--- src/rtl/uart_tx_scheduler_if.sv ---
`default_nettype none
// ============================================================================
// Module   : uart_tx_scheduler_if
// Purpose  : Signal bundle between the transmit scheduler and the UART core.
//            Carries the transmit handshake (tx_send/tx_data/busy) and the
//            receive flag service (rx_flag/rx_data/rx_flag_clr).
// Modports : master - scheduler side (drives tx_send, tx_data, rx_flag_clr)
//            slave  - UART side     (drives busy, rx_flag, rx_data)
// Revision : 1.0 - initial release
// ============================================================================
interface uart_tx_scheduler_if #(
  parameter int DATA_W = 8
);
  logic              tx_send;
  logic [DATA_W-1:0] tx_data;
  logic              busy;
  logic              rx_flag;
  logic [DATA_W-1:0] rx_data;
  logic              rx_flag_clr;

  modport master (
    output tx_send, tx_data, rx_flag_clr,
    input  busy, rx_flag, rx_data
  );

  modport slave (
    input  tx_send, tx_data, rx_flag_clr,
    output busy, rx_flag, rx_data
  );
endinterface

`default_nettype wire

--- src/rtl/uart_tx_scheduler.sv ---
`default_nettype none
// ============================================================================
// Module   : uart_tx_scheduler
// Purpose  : Shares one UART transmitter between keyboard bytes and an echo
//            of received bytes. Each source has its own FIFO; a round-robin
//            arbiter feeds a send FSM that pulses tx_send once per byte and
//            follows the UART busy flag, aborting if busy never rises.
// Ports    : clk, rst          - clock, asynchronous active-high reset
//            uart (master)     - tx_send/tx_data/busy, rx_flag/rx_data/rx_flag_clr
//            kb_valid, kb_data - keyboard byte strobe and data
//            echo_en           - enable capture/echo of received bytes
//            clr_err           - clears sticky error flags
//            grant_src         - source of byte in flight (0 kb, 1 echo)
//            kb_full/echo_full - FIFO full indications
//            kb_ovf/echo_ovf   - sticky: byte dropped on full FIFO
//            tx_timeout        - sticky: busy never rose after a send
// Revision : 1.0 - initial release
// ============================================================================

// Small synchronous FIFO with occupancy count; read data is combinational
// from the head entry. A push while full is accepted only if a pop happens
// in the same cycle, otherwise the byte is dropped and 'drop' pulses.
module uart_tx_sched_fifo #(
  parameter int DEPTH  = 4,
  parameter int DATA_W = 8
) (
  input  logic              clk,
  input  logic              rst,
  input  logic              push,
  input  logic              pop,
  input  logic [DATA_W-1:0] din,
  output logic [DATA_W-1:0] dout,
  output logic              full,
  output logic              empty,
  output logic              drop
);
  localparam int         AW       = $clog2(DEPTH);
  localparam logic [AW:0] FULL_CNT = DEPTH[AW:0];

  logic [DATA_W-1:0] mem [DEPTH];
  logic [AW-1:0]     wr_ptr;
  logic [AW-1:0]     rd_ptr;
  logic [AW:0]       count;
  logic              do_push;
  logic              do_pop;

  assign full    = (count == FULL_CNT);
  assign empty   = (count == '0);
  assign do_pop  = pop && !empty;
  assign do_push = push && (!full || do_pop);
  assign drop    = push && !do_push;
  assign dout    = mem[rd_ptr];

  // Storage is not reset; validity is tracked by the count alone.
  always_ff @(posedge clk) begin
    if (do_push) begin
      mem[wr_ptr] <= din;
    end
  end

  // Pointers wrap naturally because DEPTH is a power of two.
  always_ff @(posedge clk or posedge rst) begin
    if (rst) begin
      wr_ptr <= '0;
      rd_ptr <= '0;
      count  <= '0;
    end else begin
      if (do_push) wr_ptr <= wr_ptr + 1'b1;
      if (do_pop)  rd_ptr <= rd_ptr + 1'b1;
      case ({do_push, do_pop})
        2'b10:   count <= count + 1'b1;
        2'b01:   count <= count - 1'b1;
        default: count <= count;
      endcase
    end
  end
endmodule

module uart_tx_scheduler #(
  parameter int DEPTH        = 4,
  parameter int BUSY_TIMEOUT = 16,
  parameter int DATA_W       = 8
) (
  input  logic                 clk,
  input  logic                 rst,
  uart_tx_scheduler_if.master  uart,
  input  logic                 kb_valid,
  input  logic [DATA_W-1:0]    kb_data,
  input  logic                 echo_en,
  input  logic                 clr_err,
  output logic                 grant_src,
  output logic                 kb_full,
  output logic                 echo_full,
  output logic                 kb_ovf,
  output logic                 echo_ovf,
  output logic                 tx_timeout
);
  localparam int              CW      = $clog2(BUSY_TIMEOUT + 1);
  localparam logic [CW-1:0]   CNT_END = CW'(BUSY_TIMEOUT - 1);

  typedef enum logic [1:0] {
    IDLE      = 2'd0,
    SEND      = 2'd1,
    WAIT_BUSY = 2'd2,
    WAIT_DONE = 2'd3
  } state_t;

  state_t            state;
  state_t            state_nxt;
  logic              last_grant;
  logic [CW-1:0]     cnt;
  logic              rx_flag_q;
  logic              echo_rise;

  logic              kb_pop;
  logic              echo_pop;
  logic              kb_empty;
  logic              echo_empty;
  logic              kb_drop;
  logic              echo_drop;
  logic [DATA_W-1:0] kb_dout;
  logic [DATA_W-1:0] echo_dout;

  logic              load;
  logic              sel;
  logic              cnt_clr;
  logic              cnt_inc;
  logic              timeout_set;

  // A new received byte is the rising edge of the level rx_flag.
  assign echo_rise = uart.rx_flag && !rx_flag_q && echo_en;

  uart_tx_sched_fifo #(.DEPTH(DEPTH), .DATA_W(DATA_W)) u_kb_fifo (
    .clk   (clk),
    .rst   (rst),
    .push  (kb_valid),
    .pop   (kb_pop),
    .din   (kb_data),
    .dout  (kb_dout),
    .full  (kb_full),
    .empty (kb_empty),
    .drop  (kb_drop)
  );

  uart_tx_sched_fifo #(.DEPTH(DEPTH), .DATA_W(DATA_W)) u_echo_fifo (
    .clk   (clk),
    .rst   (rst),
    .push  (echo_rise),
    .pop   (echo_pop),
    .din   (uart.rx_data),
    .dout  (echo_dout),
    .full  (echo_full),
    .empty (echo_empty),
    .drop  (echo_drop)
  );

  // tx_send is decoded straight from the state register, so it is glitch
  // free and drops the instant reset asserts.
  assign uart.tx_send = (state == SEND);

  always_comb begin
    state_nxt   = state;
    load        = 1'b0;
    sel         = 1'b0;
    kb_pop      = 1'b0;
    echo_pop    = 1'b0;
    cnt_clr     = 1'b0;
    cnt_inc     = 1'b0;
    timeout_set = 1'b0;
    case (state)
      IDLE: begin
        // A busy UART here belongs to another master; hold off.
        if (!uart.busy && (!kb_empty || !echo_empty)) begin
          load      = 1'b1;
          sel       = (!kb_empty && !echo_empty) ? !last_grant : kb_empty;
          kb_pop    = !sel;
          echo_pop  = sel;
          state_nxt = SEND;
        end
      end
      SEND: begin
        cnt_clr   = 1'b1;
        state_nxt = WAIT_BUSY;
      end
      WAIT_BUSY: begin
        if (uart.busy) begin
          state_nxt = WAIT_DONE;
        end else if (cnt == CNT_END) begin
          // This cycle's increment reaches BUSY_TIMEOUT: abandon the byte.
          timeout_set = 1'b1;
          state_nxt   = IDLE;
        end else begin
          cnt_inc = 1'b1;
        end
      end
      WAIT_DONE: begin
        if (!uart.busy) state_nxt = IDLE;
      end
      default: state_nxt = IDLE;
    endcase
  end

  always_ff @(posedge clk or posedge rst) begin
    if (rst) begin
      state <= IDLE;
    end else begin
      state <= state_nxt;
    end
  end

  always_ff @(posedge clk or posedge rst) begin
    if (rst) begin
      uart.tx_data     <= '0;
      grant_src        <= 1'b0;
      last_grant       <= 1'b1;
      cnt              <= '0;
      rx_flag_q        <= 1'b0;
      uart.rx_flag_clr <= 1'b0;
      kb_ovf           <= 1'b0;
      echo_ovf         <= 1'b0;
      tx_timeout       <= 1'b0;
    end else begin
      if (load) begin
        uart.tx_data <= sel ? echo_dout : kb_dout;
        grant_src    <= sel;
        last_grant   <= sel;
      end

      if (cnt_clr)      cnt <= '0;
      else if (cnt_inc) cnt <= cnt + 1'b1;

      rx_flag_q        <= uart.rx_flag;
      // Cleared even when the echo FIFO dropped the byte.
      uart.rx_flag_clr <= echo_rise;

      // Set events take priority over clr_err.
      if (kb_drop)          kb_ovf     <= 1'b1;
      else if (clr_err)     kb_ovf     <= 1'b0;
      if (echo_drop)        echo_ovf   <= 1'b1;
      else if (clr_err)     echo_ovf   <= 1'b0;
      if (timeout_set)      tx_timeout <= 1'b1;
      else if (clr_err)     tx_timeout <= 1'b0;
    end
  end
endmodule

`default_nettype wire

--- src/flat_wrapper.sv ---
// flat-port wrapper written by rule: the top's interface ports become plain ports
module uart_tx_scheduler_flat 
#(
  parameter int DEPTH        = 4,
  parameter int BUSY_TIMEOUT = 16,
  parameter int DATA_W       = 8
)
  (clk, rst, kb_valid, kb_data, echo_en, clr_err, grant_src, kb_full, echo_full, kb_ovf, echo_ovf, tx_timeout, uart_tx_send, uart_tx_data, uart_rx_flag_clr, uart_busy, uart_rx_flag, uart_rx_data);
  uart_tx_scheduler_if #(.DATA_W(DATA_W)) uart_i ();
  input  logic clk;
  input  logic rst;
  input  logic kb_valid;
  input  logic [DATA_W-1:0] kb_data;
  input  logic echo_en;
  input  logic clr_err;
  output logic grant_src;
  output logic kb_full;
  output logic echo_full;
  output logic kb_ovf;
  output logic echo_ovf;
  output logic tx_timeout;
  output wire logic [$bits(uart_i.tx_send)-1:0] uart_tx_send;
  output wire logic [$bits(uart_i.tx_data)-1:0] uart_tx_data;
  output wire logic [$bits(uart_i.rx_flag_clr)-1:0] uart_rx_flag_clr;
  input wire logic [$bits(uart_i.busy)-1:0] uart_busy;
  input wire logic [$bits(uart_i.rx_flag)-1:0] uart_rx_flag;
  input wire logic [$bits(uart_i.rx_data)-1:0] uart_rx_data;
  assign uart_tx_send = uart_i.tx_send;
  assign uart_tx_data = uart_i.tx_data;
  assign uart_rx_flag_clr = uart_i.rx_flag_clr;
  assign uart_i.busy = uart_busy;
  assign uart_i.rx_flag = uart_rx_flag;
  assign uart_i.rx_data = uart_rx_data;
  uart_tx_scheduler #(.DEPTH(DEPTH), .BUSY_TIMEOUT(BUSY_TIMEOUT), .DATA_W(DATA_W)) u_core (.clk(clk), .rst(rst), .uart(uart_i), .kb_valid(kb_valid), .kb_data(kb_data), .echo_en(echo_en), .clr_err(clr_err), .grant_src(grant_src), .kb_full(kb_full), .echo_full(echo_full), .kb_ovf(kb_ovf), .echo_ovf(echo_ovf), .tx_timeout(tx_timeout));
endmodule
--- config.mk ---
export PLATFORM = sky130hd
export DESIGN_NAME = uart_tx_scheduler_flat
export DESIGN_NICKNAME = d
export VERILOG_FILES = /design/src/rtl/uart_tx_scheduler_if.sv /design/src/rtl/uart_tx_scheduler.sv /design/src/flat_wrapper.sv
export SDC_FILE = /design/constraint.sdc
export NUM_CORES = 1
export LEC_CHECK = 0
export ABC_AREA = 1
export CORE_MARGIN = 3
export CORE_UTILIZATION = 35
export DETAILED_ROUTE_END_ITERATION = 16
export GPL_ROUTABILITY_DRIVEN = 0
export MAX_ROUTING_LAYER = met4
export PLACE_DENSITY = 0.54
export SYNTH_ARGS = -nofsm -noshare
export SYNTH_HDL_FRONTEND = slang
export SYNTH_SLANG_ARGS = --single-unit
export TNS_END_PERCENT = 100
--- constraint.sdc ---
create_clock -name clk -period 2.36 [get_ports clk]
set_clock_uncertainty 0.15 [all_clocks]
set_input_delay 0.472 -clock clk [delete_from_list [all_inputs] [get_ports clk]]
set_output_delay 0.472 -clock clk [all_outputs]
set_load 0.1 [all_outputs]
==> results.rst, run 1 <==
.. list-table::
   :header-rows: 1

   * - Metric
     - Value
   * - Drt via density
     - 4.826
   * - Share of final-layout standard cells stronger than drive strength 1
     - 17.79%
   * - Power consumption
     - 0.006797 W
   * - Most used cell, CP
     - inv_1
   * - Final worst path period share
     - 88.52%
   * - Initial Utilization
     - 36.50%
   * - Number of global-route vias before repair
     - 2828
   * - Clock network latency to the later pin of the worst-skew pair
     - 340 ps
   * - CP startpoint kind
     - input pin
   * - Peak supply drop
     - 0.8401 mV
   * - Port-buffer cells
     - 38
   * - Hold-critical path endpoint
     - u_core.cnt[3]
   * - Worst r2r path cells
     - 12
   * - Buffering stage count on the worst path with inverters included
     - 4
   * - Pwr dens
     - 1292 nW/µm²
   * - Max Root-Sink Buffers
     - 2
   * - Number of inserted diodes
     - 0
   * - Number of warnings reported in the yosys synthesis log
     - 0
   * - Final routed DRC violation total
     - 0
   * - Buffer count from post-CTS setup fixing
     - 0
   * - Area Overhead vs Synth
     - 23.54%
   * - Terminus of the critical flop-to-flop path
     - u_core.u_kb_fifo.count[2]
   * - Fmax
     - 478.7 MHz
   * - Core area
     - 11660 µm²
   * - Hold path startpoint
     - u_core.cnt[3]
   * - Root cell of the clock tree
     - clkbuf_16
   * - Resized cells post-CTS
     - 0
   * - Remaining antenna violation count after routing
     - 0
   * - Die H
     - 116.3 µm
   * - Die area
     - 13520 µm²
   * - PnR worst setup slack
     - 270.8 ps
   * - H-tree depth
     - 3
   * - Number of hold buffers added after cts
     - 0
   * - First drt pass iteration count
     - 4
   * - Post-Syn Nets
     - 412
   * - Global-route wire length before repair
     - 13990 µm
   * - Setup slack on the worst flop-to-flop path
     - 300 ps
   * - Remaining max-slew budget at the tightest pin
     - 67.86%
   * - Worst Setup Path Type
     - input pin to flip-flop
   * - Number of unique standard cell types used by synthesis
     - 28
   * - Number of I/O pins
     - 39
   * - Proportion of register bits with asynchronous set or reset after synthesis
     - 36.00%
   * - Cell chain of the critical path
     - clkdlybuf4s50_1, inv_1, nand2_2, nor2_8, nand3_1, fa_1, inv_1, nand4_1, nand3_1, nand2_1, inv_1
   * - Post-route setup TNS
     - 0 ps
   * - Yosys top cell by area
     - edfxtp_1
   * - NumNets Final
     - 474
   * - Final HPWL from detailed placement
     - 6345 µm
   * - Via count
     - 2833
   * - Worst slack at placement
     - -47.51 ps
   * - Most used standard cells in the synthesized netlist
     - edfxtp_1, nor2_1, inv_1, nand2_1, o21ai_0
   * - Number of violations reported at the end of detailed-routing iteration 0
     - 198
   * - Data arrival time of the worst path
     - 2220 ps
   * - Maximum number of pins on one net before global-route repair
     - 37
   * - Post-layout min period
     - 2089 ps
   * - Die X-Extent
     - 116.3 µm
   * - Prevailing post-synth register cell
     - edfxtp_1
   * - Cell with the most instances after synthesis
     - edfxtp_1
   * - CTS tree
     - yes
   * - Post-synthesis average cell area
     - 11.29 µm²
   * - Register area share after synthesis
     - 66.34%
   * - Synth Instances
     - 377
   * - Syn Std Cell Area
     - 4257 µm²
   * - Critical path peak fanout
     - 6
   * - Number of hold violations in the final report
     - 0
   * - Run status
     - finished, final reports clean
   * - Global-route usage over all layers
     - 14.14%
   * - Layout Utilization
     - 45.09%
   * - Synth top area cells
     - edfxtp_1, dfrtp_1, nor2_1
   * - Wire length after detailed routing
     - 8687 µm
   * - Static Leak
     - 2.173 nW
   * - Drt wl/cell
     - 14.80 µm
   * - Number of storage elements in the synthesis netlist
     - 100
   * - Delay contributed by the slowest stage of the critical path
     - 420 ps
   * - Final instance area
     - 5259 µm²
   * - Transition time at the pin with the least slew margin
     - 482.1 ps
   * - CTS buffer count
     - 9
   * - Number of placement rows
     - 39
   * - Source of the worst register-to-register timing path
     - u_core.u_echo_fifo.count[0]
   * - RSZ-0062 raised after global routing
     - false
   * - CP Data Required Time
     - 2490 ps
   * - Crit. End Element
     - flip-flop
   * - Max_cap viols
     - 0
   * - Post-placement cell area
     - 4951 µm²
   * - Reg clk slew, reported paths
     - 70 ps
   * - Number of enable-type register cells in the synthesized netlist
     - 64
   * - Final setup violation count
     - 0
   * - Sinks on Clock Net
     - 100
   * - Number of antenna violations at the first check in global routing
     - 0
   * - Fill count
     - 1083
   * - Cell with the biggest individual delay on the critical path
     - clkdlybuf4s50_1
   * - Hold Crit Class
     - flip-flop to flip-flop
   * - Category of cells accounting for the largest share of critical-path delay
     - buffers and inverters
   * - Area fraction of the dominant cell type after synthesis
     - 45.15%
   * - Residual overflow from global routing
     - 0
   * - WHS Path Cells
     - 1
   * - Final max-slew violation count
     - 0
-- cell type report --
class	count	area [µm²]	share of cell area, %
inverters	49	183.9	3.497
clock buffers	10	239.0	4.544
multi-input cells	220	1216	23.13
flip-flops and latches	100	2824	53.70
repair buffers	59	548.0	10.42
well taps	143	178.9	3.402
clock inverters	6	68.82	1.309
-- metrics by stage --
stage | std cells | hold slack, ps
2_1_floorplan | 377 | 283.2
3_3_place_gp | 571 | 311.8
4_1_cts | 587 | 326.2
6_report | 587 | 321.0
5_1_grt | 587 | 367.8
3_5_place_dp | 571 | 315.8
-- logic make-up (layout without fill, tap and decap cells) --
kind of cell / count (synthesis) / in the layout / synth area share (%)
adder cells (fa/ha/maj): 12 / 12 / 3.880
flip-flops: 100 / 100 / 66.34
AO/OA/AOI/OAI: 64 / 64 / 8.113
XOR/XNOR: 6 / 6 / 1.235
AND/OR/NAND/NOR: 138 / 138 / 15.28
buffers and inverters: 57 / 124 / 5.144
-- metal layers --
metal / up-vias / global-route usage, % / part of all wire [%]
li1: 1391 / - / -
met1: 1381 / 18.08 / 45
met2: 56 / 22.39 / 50
met3: 5 / 3.627 / 4.6
met4: 0 / 4.022 / 0.93
met5: - / - / 0
-- power by group --
part | internal (W) | total, W | switching (W) | leakage, nW
clock | 0.000777 | 0.00146 | 0.000683 | 0.147
sequential | 0.00228 | 0.00253 | 0.000245 | 1.03
combinational | 0.000839 | 0.00281 | 0.00197 | 1.00
-- how the worst max path moves through the flow --
stage | start | slack [ps] | cells after the start | endpoint
finish | uart_busy | 270 | 11 | u_core.u_kb_fifo.count[2]
detailed placement | uart_busy | -50 | 11 | u_core.u_kb_fifo.count[2]
global route | u_core.u_echo_fifo.count[0] | 130 | 12 | u_core.u_kb_fifo.count[2]
CTS | uart_busy | 310 | 11 | u_core.u_kb_fifo.count[2]
global placement | uart_busy | 6 | 11 | u_core.u_kb_fifo.count[2]
floorplan | u_core.u_kb_fifo.count[0] | 130 | 6 | u_core.u_kb_fifo.mem[0][0]
-- state kept, by name, indices dropped and copies added (netlist names), 2 cells and up --
signal	cells
u_core.uart.tx_data	8
u_core.u_echo_fifo.wr_ptr	2
u_core.cnt	5
u_core.u_kb_fifo.rd_ptr	2
u_core.u_kb_fifo.mem	32
u_core.state	2
u_core.u_echo_fifo.mem	32
u_core.u_echo_fifo.count	3
u_core.u_kb_fifo.wr_ptr	2
u_core.u_echo_fifo.rd_ptr	2
u_core.u_kb_fifo.count	3
-- placed cells by master, fill, tap and decap left out, drive strengths merged, types with 3 or more instances in the layout --
master,n
xor2,6
o21ai,41
nand3,18
nand2,56
nand4,3
clkdlybuf4s50,22
nor2,58
o22ai,19
ha,10
clkbuf,10
buf,37
edfxtp,64
dfrtp,35
inv,52
a21oi,3
Power figures use the tool's default switching activity.
==> inputs of run 2 (changes only) <==
Settings changed: CTS_CLUSTER_SIZE set to 28, GPL_TIMING_DRIVEN set to 0, RECOVER_POWER set to 50.
==> run 2 against run 1 <==
- clock power increased by 9%
- count of clock-buffer cells in the layout unchanged
- worst hold slack improved by 10 ps
- sequential cell count unchanged
- critical endpoint is now u_core.u_echo_fifo.mem[3][4]
==> results.rst, run 2 (synthesis gave the netlist of run 1 again) <==
.. list-table::
   :header-rows: 1

   * - Metric
     - Value
   * - Max Root-Sink Buffers
     - 2 (unchanged)
   * - Pwr dens
     - 1324 nW/µm² (+2.4%)
   * - Die H
     - 116.3 µm (unchanged)
   * - Source of the worst register-to-register timing path
     - u_core.state[1]
   * - Core area
     - 11660 µm² (unchanged)
   * - Worst Setup Path Type
     - input pin to flip-flop
   * - CTS buffer count
     - 9 (unchanged)
   * - Maximum number of pins on one net before global-route repair
     - 37 (unchanged)
   * - Met3 layer wire length in the routed design
     - 345 µm (-13%)
   * - Die area
     - 13520 µm² (unchanged)
   * - CP Data Required Time
     - 2190 ps (-300 ps)
   * - Number of inserted diodes
     - 0 (unchanged)
   * - Drt via density
     - 4.798 (-0.59%)
   * - Final routed DRC violation total
     - 0 (unchanged)
   * - Number of antenna violations at the first check in global routing
     - 0 (unchanged)
   * - Number of placement rows
     - 39 (unchanged)
   * - Post-placement cell area
     - 4818 µm² (-2.7%)
   * - Buffering stage count on the worst path with inverters included
     - 2 (-2)
   * - Port-buffer cells
     - 38 (unchanged)
   * - Routed wl met2
     - 4053 µm (-6.2%)
   * - Final worst path period share
     - 97.48% (+9.0 points)
   * - Hold path startpoint
     - u_core.cnt[3]
   * - NumNets Final
     - 461 (-2.7%)
   * - Fmax
     - 434.7 MHz (-9.2%)
   * - Root cell of the clock tree
     - clkbuf_16
   * - Data arrival time of the worst path
     - 2130 ps (-90 ps)
   * - RSZ-0062 raised after global routing
     - true
   * - Cell with the biggest individual delay on the critical path
     - nor2_2
   * - Number of violations reported at the end of detailed-routing iteration 0
     - 186 (-6.1%)
   * - Number of hold buffers added after cts
     - 0 (unchanged)
   * - Drt wl/cell
     - 14.79 µm (about the same)
   * - Post-Layout Cell Count
     - 574 (-2.2%)
   * - Area Overhead vs Synth
     - 20.81%
   * - Wire length after detailed routing
     - 8489 µm (-2.3%)
   * - Most frequent standard cell in the layout excluding fill and tap cells
     - edfxtp_1
   * - Leading cell types in the layout, fill and taps excluded
     - edfxtp_1, inv_1, nor2_1
   * - CP startpoint kind
     - input pin
   * - Post-layout min period
     - 2301 ps (+211.5 ps)
   * - Number of hold violations in the final report
     - 0 (unchanged)
   * - Number of global-route vias before repair
     - 2796 (-1.1%)
   * - Delay contributed by the slowest stage of the critical path
     - 460 ps (+40 ps)
   * - Final max-slew violation count
     - 0 (unchanged)
   * - Global-route wire length before repair
     - 13950 µm (-0.30%)
   * - CTS tree
     - yes
   * - Resized cells post-CTS
     - 26 (+26)
   * - Most used cell, CP
     - nand2_2
   * - Buffer count from post-CTS setup fixing
     - 0 (unchanged)
   * - Registers with the highest flip-flop counts
     - u_core.u_echo_fifo.mem (32), u_core.u_kb_fifo.mem (32), u_core.uart.tx_data (8)
   * - Residual overflow from global routing
     - 0 (unchanged)
   * - Critical path peak fanout
     - 8 (+2)
   * - Final setup violation count
     - 0 (unchanged)
   * - Via count
     - 2754 (-2.8%)
   * - First drt pass iteration count
     - 4 (unchanged)
   * - Global-route usage over all layers
     - 13.82% (-0.31 points)
   * - Remaining max-slew budget at the tightest pin
     - 4.823% (-63 points)
   * - Max_cap viols
     - 0 (unchanged)
   * - Final instance area
     - 5142 µm² (-2.2%)
   * - Fill count
     - 1088 (+0.46%)
   * - Sinks on Clock Net
     - 100 (unchanged)
   * - Clock network latency to the later pin of the worst-skew pair
     - 340 ps (about the same)
   * - Transition time at the pin with the least slew margin
     - 1426 ps (+944.0 ps)
   * - Sum of routed wire segments on met1
     - 3972 µm (+2.2%)
   * - Worst setup path start
     - uart_busy
   * - H-tree depth
     - 3 (unchanged)
   * - Setup slack on the worst flop-to-flop path
     - 220 ps (-80 ps)
   * - Hold Crit Class
     - flip-flop to flip-flop
   * - Reg clk slew, reported paths
     - 60 ps (about the same)
   * - Category of cells accounting for the largest share of critical-path delay
     - simple AND/OR/NAND/NOR gates
   * - Initial Utilization
     - 36.50% (unchanged)
   * - Placed cell count
     - 558 (-2.3%)
   * - Die X-Extent
     - 116.3 µm (unchanged)
   * - Run status
     - finished, final reports clean
   * - Share of final-layout standard cells stronger than drive strength 1
     - 12.99% (-4.8 points)
   * - Static Leak
     - 2.111 nW (-2.8%)
   * - Top routing layer in use
     - met4
   * - Cell chain of the critical path
     - clkdlybuf4s50_1, inv_1, nand2_2, nor2_8, nand2_4, nand2_2, nand2_2, nor2_2
   * - Number of I/O pins
     - 39 (unchanged)
   * - Crit. End Element
     - flip-flop
   * - Remaining antenna violation count after routing
     - 0 (unchanged)
   * - Final HPWL from detailed placement
     - 5760 µm (-9.2%)
   * - Peak supply drop
     - 0.7545 mV (-10%)
run 2: cell count changes in the layout (fill, tap and decap cells not counted), sizes merged:
cell / previous run / this run
buf: 37 / 5
bufinv: 0 / 2
clkbuf: 10 / 14
clkdlybuf4s15: 0 / 2
clkdlybuf4s50: 22 / 4
clkinv: 2 / 1
clkinvlp: 1 / 0
dlygate4sd2: 0 / 13
dlygate4sd3: 0 / 18
run 2: path summary, 6_finish.rpt:
kind,end,cells after the start
min reg2reg,u_core.cnt[3],1
max,u_core.u_echo_fifo.mem[3][4],8
max reg2reg,u_core.u_echo_fifo.mem[3][4],7
min in group asynchronous,u_core.uart.tx_data[6],2
max in group asynchronous,u_core.uart.tx_data[1],2
min,u_core.cnt[3],1
run 2: where the power goes:
| part | leakage, nW | switching [W] | internal [W] |
|---|---|---|---|
| registers | 1.03 | 0.000191 | 0.00228 |
| logic | 0.926 | 0.00204 | 0.000698 |
| clock network | 0.159 | 0.000650 | 0.000943 |
| total | 2.11 | 0.00288 | 0.00392 |
run 2: layout make-up:
cell class              instances  area [µm²]  share of cell area, %
inverters                      49       183.9                  3.577
repair buffers                 38       361.6                  7.032
multi-input cells             220        1236                  24.04
flip-flops and latches        100        2824                  54.91
clock inverters                 6       93.84                  1.825
plain buffers                   8       35.03                 0.6813
well taps                     143       178.9                  3.479
clock buffers                  10       229.0                  4.453
run 2: layer usage:
| metal | vias to the layer above | track usage, % |
|---|---|---|
| li1 | 1372 | - |
| met5 | - | - |
| met3 | 11 | 3.575 |
| met4 | 0 | 4.022 |
| met2 | 50 | 21.47 |
| met1 | 1321 | 17.99 |
run 2: through the flow:
step	total power (W)	setup WS (ps)	util, %	hold slack, ps	TNS [ps]
3_3_place_gp	0.005270	-532.9	41.32	309.8	-31050
5_1_grt	0.007253	-84.27	44.09	347.4	-2134
2_1_floorplan	0.004585	132.2	-	283.2	0
6_report	0.006808	59.38	44.09	331.3	0
4_1_cts	0.006876	-195.4	44.06	326.7	-4811
3_5_place_dp	0.005327	-544.0	41.32	316.1	-32170
